<file path="config.mk">
export PLATFORM = sky130hd
export DESIGN_NAME = rwm_frame_reader_flat
export DESIGN_NICKNAME = d
export VERILOG_FILES = /design/src/rtl/rwm_frame_reader_if.sv /design/src/rtl/rwm_frame_reader.sv /design/src/flat_wrapper.sv
export SDC_FILE = /design/constraint.sdc
export NUM_CORES = 1
export LEC_CHECK = 0
export CELL_PAD_IN_SITES_DETAIL_PLACEMENT = 1
export CELL_PAD_IN_SITES_GLOBAL_PLACEMENT = 2
export CORE_MARGIN = 4
export CORE_UTILIZATION = 48
export CTS_CLUSTER_DIAMETER = 200
export DETAILED_ROUTE_END_ITERATION = 16
export PLACE_DENSITY_LB_ADDON = 0.1
export REMOVE_ABC_BUFFERS = 1
export SLEW_MARGIN = 20
export SYNTH_ARGS = -nofsm -noshare
export SYNTH_HDL_FRONTEND = slang
export SYNTH_SLANG_ARGS = --single-unit
</file>
<file path="constraint.sdc">
create_clock -name clk -period 4.4 [get_ports clk]
set_clock_uncertainty 0.05 [all_clocks]
set_input_delay 1.32 -clock clk [delete_from_list [all_inputs] [get_ports clk]]
set_output_delay 1.32 -clock clk [all_outputs]
set_load 0.02 [all_outputs]
</file>
<file path="src/rtl/rwm_frame_reader_if.sv">
// Memory-side request/data bus and downstream pixel stream of rwm_frame_reader.
// master = the frame reader, slave = the memory/consumer environment.
interface rwm_frame_reader_if;
  logic       mem_enable;
  logic       mem_rw;
  logic       mem_clear;
  logic [7:0] mem_data;
  logic       mem_valid;
  logic       mem_done;
  logic [7:0] pix_data;
  logic       pix_valid;
  logic       pix_ready;
  logic       pix_last_col;
  logic       pix_last;

  modport master (
    output mem_enable, mem_rw, mem_clear,
    input  mem_data, mem_valid, mem_done,
    output pix_data, pix_valid, pix_last_col, pix_last,
    input  pix_ready
  );

  modport slave (
    input  mem_enable, mem_rw, mem_clear,
    output mem_data, mem_valid, mem_done,
    input  pix_data, pix_valid, pix_last_col, pix_last,
    output pix_ready
  );
endinterface

</file>
<file path="src/rtl/rwm_frame_reader.sv">
// Reads one N*M-byte frame burst from the RWM, buffers it in a small FIFO and
// re-emits it as a ready/valid pixel stream. Optional watchdog: RWM_FRAME_READER_TIMEOUT_EN.
module rwm_frame_reader #(
  parameter int N           = 450,
  parameter int M           = 600,
  parameter int FIFO_DEPTH  = 16,
  parameter int TIMEOUT_CYC = 1024
) (
  input  logic               clk,
  input  logic               rst_n,
  input  logic               i_start,
  rwm_frame_reader_if.master bus,
  output logic               o_busy,
  output logic               o_frame_done,
  output logic               o_overflow,
  output logic               o_timeout_err
);

  localparam int PIX    = N * M;
  localparam int CNT_W  = (PIX > 1) ? $clog2(PIX) : 1;
  localparam int COL_W  = (M > 1) ? $clog2(M) : 1;
  localparam int ROW_W  = (N > 1) ? $clog2(N) : 1;
  localparam int PTR_W  = $clog2(FIFO_DEPTH);
  localparam int FCNT_W = PTR_W + 1;

  localparam logic [CNT_W-1:0]  LAST_IDX = CNT_W'(PIX - 1);
  localparam logic [COL_W-1:0]  LAST_COL = COL_W'(M - 1);
  localparam logic [ROW_W-1:0]  LAST_ROW = ROW_W'(N - 1);
  localparam logic [FCNT_W-1:0] FULL_CNT = FCNT_W'(FIFO_DEPTH);

  typedef enum logic [2:0] {S_IDLE, S_REQ, S_STREAM, S_DRAIN, S_DONE} state_t;

  state_t            r_state;
  logic [7:0]        r_fifo [FIFO_DEPTH];
  logic [PTR_W-1:0]  r_wr_ptr;
  logic [PTR_W-1:0]  r_rd_ptr;
  logic [FCNT_W-1:0] r_count;
  logic [CNT_W-1:0]  r_in_cnt;
  logic [COL_W-1:0]  r_col;
  logic [ROW_W-1:0]  r_row;
  logic              r_mem_enable;
  logic              r_busy;
  logic              r_frame_done;
  logic              r_overflow;
  logic              r_timeout_err;

  logic w_capture;
  logic w_empty;
  logic w_full;
  logic w_pop;
  logic w_push;
  logic w_drop;
  logic w_last_in;
  logic w_timeout;
  logic w_unused;

  // mem_data is only looked at in cycles qualified by mem_valid while a read is open.
  assign w_capture = bus.mem_valid && ((r_state == S_REQ) || (r_state == S_STREAM));
  assign w_empty   = (r_count == '0);
  assign w_full    = (r_count == FULL_CNT);
  assign w_pop     = !w_empty && bus.pix_ready;
  assign w_push    = w_capture && (!w_full || w_pop);
  assign w_drop    = w_capture && w_full && !w_pop;
  assign w_last_in = w_capture && (r_in_cnt == LAST_IDX);
  assign w_unused  = bus.mem_done;

`ifdef RWM_FRAME_READER_TIMEOUT_EN
  localparam int WD_W = $clog2(TIMEOUT_CYC + 1);
  logic [WD_W-1:0] r_wd_cnt;
  logic            w_waiting;

  assign w_waiting = ((r_state == S_REQ) || (r_state == S_STREAM)) && !bus.mem_valid;
  assign w_timeout = w_waiting && (r_wd_cnt == WD_W'(TIMEOUT_CYC - 1));

  always_ff @(posedge clk or negedge rst_n) begin
    if (!rst_n) begin
      r_wd_cnt <= '0;
    end else if (w_waiting && !w_timeout) begin
      r_wd_cnt <= r_wd_cnt + WD_W'(1);
    end else begin
      r_wd_cnt <= '0;
    end
  end
`else
  logic w_unused_cfg;
  assign w_timeout    = 1'b0;
  assign w_unused_cfg = (TIMEOUT_CYC > 0);
`endif

  // NOTE: the FIFO storage has no reset; occupancy is tracked by r_count and
  // an entry is only ever read after it has been written.
  always_ff @(posedge clk) begin
    if (w_push) begin
      r_fifo[r_wr_ptr] <= bus.mem_data;
    end
  end

  // NOTE: sequential state is written with <= so every register here sees
  // pre-edge values; later assignments in this block take priority.
  always_ff @(posedge clk or negedge rst_n) begin
    if (!rst_n) begin
      r_state       <= S_IDLE;
      r_wr_ptr      <= '0;
      r_rd_ptr      <= '0;
      r_count       <= '0;
      r_in_cnt      <= '0;
      r_col         <= '0;
      r_row         <= '0;
      r_mem_enable  <= 1'b0;
      r_busy        <= 1'b0;
      r_frame_done  <= 1'b0;
      r_overflow    <= 1'b0;
      r_timeout_err <= 1'b0;
    end else begin
      r_frame_done <= 1'b0;

      if (w_push) r_wr_ptr <= r_wr_ptr + PTR_W'(1);
      if (w_pop)  r_rd_ptr <= r_rd_ptr + PTR_W'(1);
      if (w_push && !w_pop) begin
        r_count <= r_count + FCNT_W'(1);
      end else if (w_pop && !w_push) begin
        r_count <= r_count - FCNT_W'(1);
      end

      if (w_drop) r_overflow <= 1'b1;
      if (w_capture && !w_last_in) r_in_cnt <= r_in_cnt + CNT_W'(1);

      // Markers follow the popped-pixel count, not the source position.
      if (w_pop) begin
        if (r_col == LAST_COL) begin
          r_col <= '0;
          r_row <= (r_row == LAST_ROW) ? '0 : r_row + ROW_W'(1);
        end else begin
          r_col <= r_col + COL_W'(1);
        end
      end

      case (r_state)
        S_IDLE: begin
          if (i_start) begin
            r_state       <= S_REQ;
            r_mem_enable  <= 1'b1;
            r_busy        <= 1'b1;
            r_in_cnt      <= '0;
            r_col         <= '0;
            r_row         <= '0;
            r_wr_ptr      <= '0;
            r_rd_ptr      <= '0;
            r_count       <= '0;
            r_overflow    <= 1'b0;
            r_timeout_err <= 1'b0;
          end
        end
        S_REQ: begin
          // Drop the request on the first byte so the RWM cannot re-arm a read.
          if (w_capture) begin
            r_mem_enable <= 1'b0;
            r_state      <= w_last_in ? S_DRAIN : S_STREAM;
          end
        end
        S_STREAM: begin
          if (w_last_in) r_state <= S_DRAIN;
        end
        S_DRAIN: begin
          if (w_empty) begin
            r_state      <= S_DONE;
            r_busy       <= 1'b0;
            r_frame_done <= 1'b1;
          end
        end
        S_DONE: begin
          r_state <= S_IDLE;
        end
        default: begin
          r_state <= S_IDLE;
        end
      endcase

      if (w_timeout) begin
        r_state       <= S_DONE;
        r_timeout_err <= 1'b1;
        r_mem_enable  <= 1'b0;
        r_busy        <= 1'b0;
        r_frame_done  <= 1'b1;
        r_wr_ptr      <= '0;
        r_rd_ptr      <= '0;
        r_count       <= '0;
      end
    end
  end

  assign bus.mem_enable   = r_mem_enable;
  assign bus.mem_rw       = 1'b0;
  assign bus.mem_clear    = 1'b0;
  assign bus.pix_valid    = !w_empty;
  assign bus.pix_data     = w_empty ? 8'h00 : r_fifo[r_rd_ptr];
  assign bus.pix_last_col = !w_empty && (r_col == LAST_COL);
  assign bus.pix_last     = !w_empty && (r_col == LAST_COL) && (r_row == LAST_ROW);

  assign o_busy        = r_busy;
  assign o_frame_done  = r_frame_done;
  assign o_overflow    = r_overflow;
  assign o_timeout_err = r_timeout_err;

endmodule

</file>
<file path="src/flat_wrapper.sv">
// flat-port wrapper written by rule: the top's interface ports become plain ports
module rwm_frame_reader_flat 
#(
  parameter int N           = 450,
  parameter int M           = 600,
  parameter int FIFO_DEPTH  = 16,
  parameter int TIMEOUT_CYC = 1024
)
  (clk, rst_n, i_start, o_busy, o_frame_done, o_overflow, o_timeout_err, bus_mem_enable, bus_mem_rw, bus_mem_clear, bus_mem_data, bus_mem_valid, bus_mem_done, bus_pix_data, bus_pix_valid, bus_pix_last_col, bus_pix_last, bus_pix_ready);
  rwm_frame_reader_if bus_i ();
  input  logic clk;
  input  logic rst_n;
  input  logic i_start;
  output logic o_busy;
  output logic o_frame_done;
  output logic o_overflow;
  output logic o_timeout_err;
  output wire logic [$bits(bus_i.mem_enable)-1:0] bus_mem_enable;
  output wire logic [$bits(bus_i.mem_rw)-1:0] bus_mem_rw;
  output wire logic [$bits(bus_i.mem_clear)-1:0] bus_mem_clear;
  input wire logic [$bits(bus_i.mem_data)-1:0] bus_mem_data;
  input wire logic [$bits(bus_i.mem_valid)-1:0] bus_mem_valid;
  input wire logic [$bits(bus_i.mem_done)-1:0] bus_mem_done;
  output wire logic [$bits(bus_i.pix_data)-1:0] bus_pix_data;
  output wire logic [$bits(bus_i.pix_valid)-1:0] bus_pix_valid;
  output wire logic [$bits(bus_i.pix_last_col)-1:0] bus_pix_last_col;
  output wire logic [$bits(bus_i.pix_last)-1:0] bus_pix_last;
  input wire logic [$bits(bus_i.pix_ready)-1:0] bus_pix_ready;
  assign bus_mem_enable = bus_i.mem_enable;
  assign bus_mem_rw = bus_i.mem_rw;
  assign bus_mem_clear = bus_i.mem_clear;
  assign bus_i.mem_data = bus_mem_data;
  assign bus_i.mem_valid = bus_mem_valid;
  assign bus_i.mem_done = bus_mem_done;
  assign bus_pix_data = bus_i.pix_data;
  assign bus_pix_valid = bus_i.pix_valid;
  assign bus_pix_last_col = bus_i.pix_last_col;
  assign bus_pix_last = bus_i.pix_last;
  assign bus_i.pix_ready = bus_pix_ready;
  rwm_frame_reader #(.N(N), .M(M), .FIFO_DEPTH(FIFO_DEPTH), .TIMEOUT_CYC(TIMEOUT_CYC)) u_core (.clk(clk), .rst_n(rst_n), .i_start(i_start), .bus(bus_i), .o_busy(o_busy), .o_frame_done(o_frame_done), .o_overflow(o_overflow), .o_timeout_err(o_timeout_err));
endmodule
</file>
# After elaboration in Yosys (flattened, before gate mapping)
# Memories as Yosys holds them, arrays and structs flattened.
# Index checks and enable logic that the tools add are counted.
[word_totals]
register_bits = 58
latchBits = 0
ramBits = 128
romBits = 0
in_bits = 14
out_inout_bits = 18
word_cells = 96
mem_count = 1
[op_classes]
add_sub_neg = 7
multipliers = 0
div_mod_pow = 0
magnitude_cmp = 0
n_eq_ne = 11
shift = 0
muxes = 41
n_bitwise = 0
n_reduce_logical = 25
[memory_table]
columns = ["name", "words", "width", "rd", "rd_clocked_by_memory_dff", "wr", "line", "text"]
rows = [
  ["u_core.r_fifo", 16, 8, 1, 0, 1, "rwm_frame_reader.sv:34", "logic [7:0] r_fifo [FIFO_DEPTH];"],
]
[op_table]
columns = ["cell", "n"]
rows = [
  ["19-bit two-way mux", 3],
  ["9-bit two-way mux", 5],
  ["10-bit two-way mux", 4],
  ["4-bit two-way mux", 6],
  ["5-bit two-way mux", 4],
  ["19-bit by 1-bit adder with 19-bit output (second input constant)", 1],
  ["19-bit equality test (second input constant)", 1],
  ["3-bit two-way mux", 4],
  ["3-bit case mux with 4 select lines", 1],
  ["1-bit logical AND", 11],
  ["1-bit two-way mux", 11],
  ["10-bit by 1-bit adder with 10-bit output (second input constant)", 1],
  ["10-bit equality test (second input constant)", 1],
  ["9-bit by 1-bit adder with 9-bit output (second input constant)", 1],
  ["9-bit equality test (second input constant)", 1],
  ["4-bit by 1-bit adder with 4-bit output (second input constant)", 2],
  ["8-bit two-way mux", 1],
  ["3-bit by 2-bit equality test with 1-bit output (second input constant)", 2],
  ["2-bit by 1-bit inequality test with 1-bit output (second input constant)", 3],
  ["3-bit AND reduction", 2],
  ["5-bit by 1-bit adder with 5-bit output (second input constant)", 1],
  ["5-bit equality test (second input constant)", 1],
  ["1-bit logical NOT", 5],
  ["5-bit logical NOT", 1],
  ["other kinds (8)", 11],
]

# Longest topological paths before layout
[depth]
word_depth = 11
depth_mapped = 8
mapped_depth_nobuf = 7

# Worst setup path after synthesis
# Ideal clock, no wire load.
[synth_timing]
path_kind = "input port to flip-flop"
startpoint = "in bus_pix_ready"
endpoint = "mem u_core.r_fifo[11][0] (enable)"
arrival_time_ps = 2920
required_time_ps = 3955
path_slack_ps = 1036
stages = 5
n_path_buf = 2
cell_sequence = "clkbuf_1 nand2b_1 o211ai_2 clkbuf_1 nor4_1"
[synth_between]
elab_chain_len = 5
[synth_lines]
columns = ["element", "line", "text"]
rows = [
  ["start, declared", "flat_wrapper.sv:28", "input wire logic [$bits(bus_i.pix_ready)-1:0] bus_pix_ready;"],
  ["1-bit logical AND", "rwm_frame_reader.sv:61", "assign w_pop = !w_empty && bus.pix_ready;"],
  ["1-bit logical OR", "rwm_frame_reader.sv:62", "assign w_push = w_capture && (!w_full || w_pop);"],
  ["1-bit logical AND", "rwm_frame_reader.sv:62", ""],
  ["1-bit two-way mux", "rwm_frame_reader.sv:93", "if (w_push) begin"],
  ["1-bit two-way mux (implied by the code)", "rwm_frame_reader.sv:94", "r_fifo[r_wr_ptr] <= bus.mem_data;"],
  ["end, declared", "rwm_frame_reader.sv:34", ""],
]
# Every way passes these cells.

# Worst setup path after layout
[layout_timing]
startpoint = "reg u_core.r_col[3]"
endpoint = "out bus_pix_last"
[layout_between]
elab_chain_len = 3
[layout_lines]
columns = ["element", "line", "text"]
rows = [
  ["start, declared", "rwm_frame_reader.sv:39", "logic [COL_W-1:0] r_col;"],
  ["start signal, assigned", "rwm_frame_reader.sv:134", "r_col <= r_col + COL_W'(1);"],
  ["10-bit equality test", "rwm_frame_reader.sv:198", "assign bus.pix_last = !w_empty && (r_col == LAST_COL) && (r_row == LAST_ROW);"],
  ["1-bit logical AND (2 in a row)", "rwm_frame_reader.sv:198", ""],
  ["end, declared", "flat_wrapper.sv:27", "output wire logic [$bits(bus_i.pix_last)-1:0] bus_pix_last;"],
]
# Every way passes these cells.

==> results.ini <==
[outcome]
status=finished, final reports clean

[final_layout]
area.growth.synth_to_final_pct=14.9
layout-drive-gt1-share=0.176
diodes=0
layout.nets=658
final_area_um2=9650

[synthesis]
seq_area_frac_synth=0.631
synth_area_leaders=edfxtp_1 46%, dfrtp_1 17%, mux4_2 8.6%
yosys-top-cells-count=128 x edfxtp_1, 58 x dfrtp_1, 38 x nand2_1
ys.flop_type=edfxtp_1
async_flop_share=0.312
yosys_warnings=0
syn_area_per_cell_um2=14.3
yosysTopAreaCell=edfxtp_1
synthDominantCellAreaShare=0.458
synth_cell_types=68
synth.most_common_cell=edfxtp_1
synth-edff-count=128
syn_area_um2=8400
synth_seq_cells=186
netlist_instances=586

[critical_path]
cp_slowest_stage_delay_ps=650
startpoint=u_core.r_col[3]$_DFF_PN0_
path_buf_inv=1
r2r_setup_slack_ps=1800
crit_cells=4
critPathKind=flip-flop to output port
cp.arrival_ps=2660
crit_path_top_delay_cell=clkdlybuf4s50_1
crit_path_start_kind=flip-flop
crit_fanout=13
crit_end=bus_pix_last
cp-end-kind=output port
cp_top_family=simple AND/OR/NAND/NOR gates
path_cells=nor4bb_1 -> nand3_1 -> nor3_1 -> clkdlybuf4s50_1
crit_required_ps=3030
worst-r2r-cell-count=8
r2r-start=u_core.r_count[1]$_DFF_PN0_
reg2reg_to=u_core.r_row[2]$_DFF_PN0_

[clocking]
clk_pin_slew_worst_paths_ps=80
clock_sinks=186
cts-hold-fix-buffers=0
post_cts_buffers=0
cts_tree=yes
root_buffer=clkbuf_16
ctsResizeCount=0
cts_buffers=17
clockBufferDepth=2
worstSkewPairLatency_ps=430
htreeDepth=4

[routing]
drc_errors=0
dr.pass1.iters=4
ant_nets=0
first_iter_violations=321
wirelength_mm=19.0
wl_per_cell_um=21.8
via_count=5236
via_per_inst=6.01

[global_route]
antenna_found_initial=0
grt_pass1_vias=5554
grt_use_total=0.204
grt_max_degree=46
grt_pass1_wl_mm=31.4
grt_overflow=0

[timing]
setup_tns_ps=0
max_freq_ghz=0.248
tightest_slew_ps=693
timing.hold.ws_ps=462
grt_setup_unrepaired=false
period_minus_slack_ps=4030
max-slew-margin-rel=0.533
slew_viol_final=0
setup_viol=0
hold_viol_final=0
fin_crit_sh=0.917
setup_slack_ps=367

[pwr]
ir_drop_v=0.000361
power.leakage_nw=3.53
power_density_nw_per_um2=574
power.total_w=0.00554

[floorplanning]
rows=48
die_w_um=140
core_area_um2=17200
io_pins=32
initial_core_util=0.487
die-area_um2=19700
die_y_um=140

[placement]
placed_area_um2=9050
portBuffers=27
gp_congestion=0.800
pre_cts_ws_ps=629
dpl.hpwl_mm=12.5

[job]
maxCapViolCount=0

[worst_hold_path]
min_path_type=flip-flop to flip-flop
whs_path_depth=1

==> cell usage in the layout (no fill, tap or decap), types with 9 or more instances in the layout <==
| master | n |
|---|---|
| edfxtp_1 | 128 |
| dfrtp_1 | 57 |
| nand2_1 | 38 |
| buf_4 | 33 |
| mux4_2 | 32 |
| mux2i_1 | 28 |
| nor2_1 | 28 |
| clkdlybuf4s50_1 | 26 |
| a21oi_1 | 19 |
| inv_1 | 18 |
| o21ai_0 | 17 |
| clkbuf_16 | 17 |
| nand3_1 | 16 |
| nor4_1 | 12 |
| ha_1 | 11 |
| nand2b_1 | 10 |
| nand4_1 | 10 |
| and3_1 | 9 |
| nor3_1 | 9 |
| or3_1 | 9 |
| xor2_1 | 9 |
==> worst min path at each step <==
stage | startpoint | endpoint | slack, ps
CTS | u_core.r_in_cnt[0]$_DFF_PN0_ | u_core.r_in_cnt[0]$_DFF_PN0_ | 470
global placement | u_core.r_in_cnt[0]$_DFF_PN0_ | u_core.r_in_cnt[0]$_DFF_PN0_ | 440
global route | u_core.o_overflow$_DFF_PN0_ | u_core.o_overflow$_DFF_PN0_ | 510
floorplan | u_core.r_in_cnt[0]$_DFF_PN0_ | u_core.r_in_cnt[0]$_DFF_PN0_ | 420
detailed placement | u_core.o_overflow$_DFF_PN0_ | u_core.o_overflow$_DFF_PN0_ | 450
finish | u_core.r_in_cnt[0]$_DFF_PN0_ | u_core.r_in_cnt[0]$_DFF_PN0_ | 460
==> cell type report <==
class                           instances  area, um^2
Clock buffer                           18         429
Clock inverter                         14         166
Fill cell                            1651        7590
Inverter                               19        71.3
Multi-Input combinational cell        350        2900
Sequential cell                       186        5300
Tap cell                              225         282
Timing Repair Buffer                   59         508
==> sequential cells by signal, indices dropped and copies added, names as in the netlist, 3 cells and up <==
register and count:
u_core.r_count 5, u_core.r_col 10, u_core.r_in_cnt 19, u_core.r_rd_ptr 4, u_core.r_wr_ptr 4, u_core.r_fifo 128
u_core.r_state 3, u_core.r_row 9
==> metrics by stage <==
stage	std cells	util
after floorplan	555	-
after global placement	839	0.525
after detailed placement	839	0.525
after CTS	871	0.560
after global routing	871	0.560
final	871	0.560
==> per-layer routing <==
layer  track usage  share of wire  wire length (um)
met1         0.276           0.44              8330
met2         0.348           0.52              9910
met4        0.0551          0.012               229
met3        0.0318          0.027               508
met5             0              0                 0
==> power by group <==
part / internal [W] / switching (W)
Combinational: 0.000770 / 0.000920
Clock: 0.000853 / 0.000684
Sequential: 0.00212 / 0.000196
Total: 0.00374 / 0.00180
==> kinds of logic after synthesis <==
group | count (synthesis) | synth area share
buffers and inverters | 52 | 0.0292
AO/OA/AOI/OAI | 87 | 0.0726
adder cells (fa/ha/maj) | 11 | 0.0164
XOR/XNOR | 13 | 0.0145
AND/OR/NAND/NOR | 175 | 0.116
flip-flops | 186 | 0.631
multiplexers | 61 | 0.121
other | 1 | 0.000447
(Power assumes the default switching activity.)
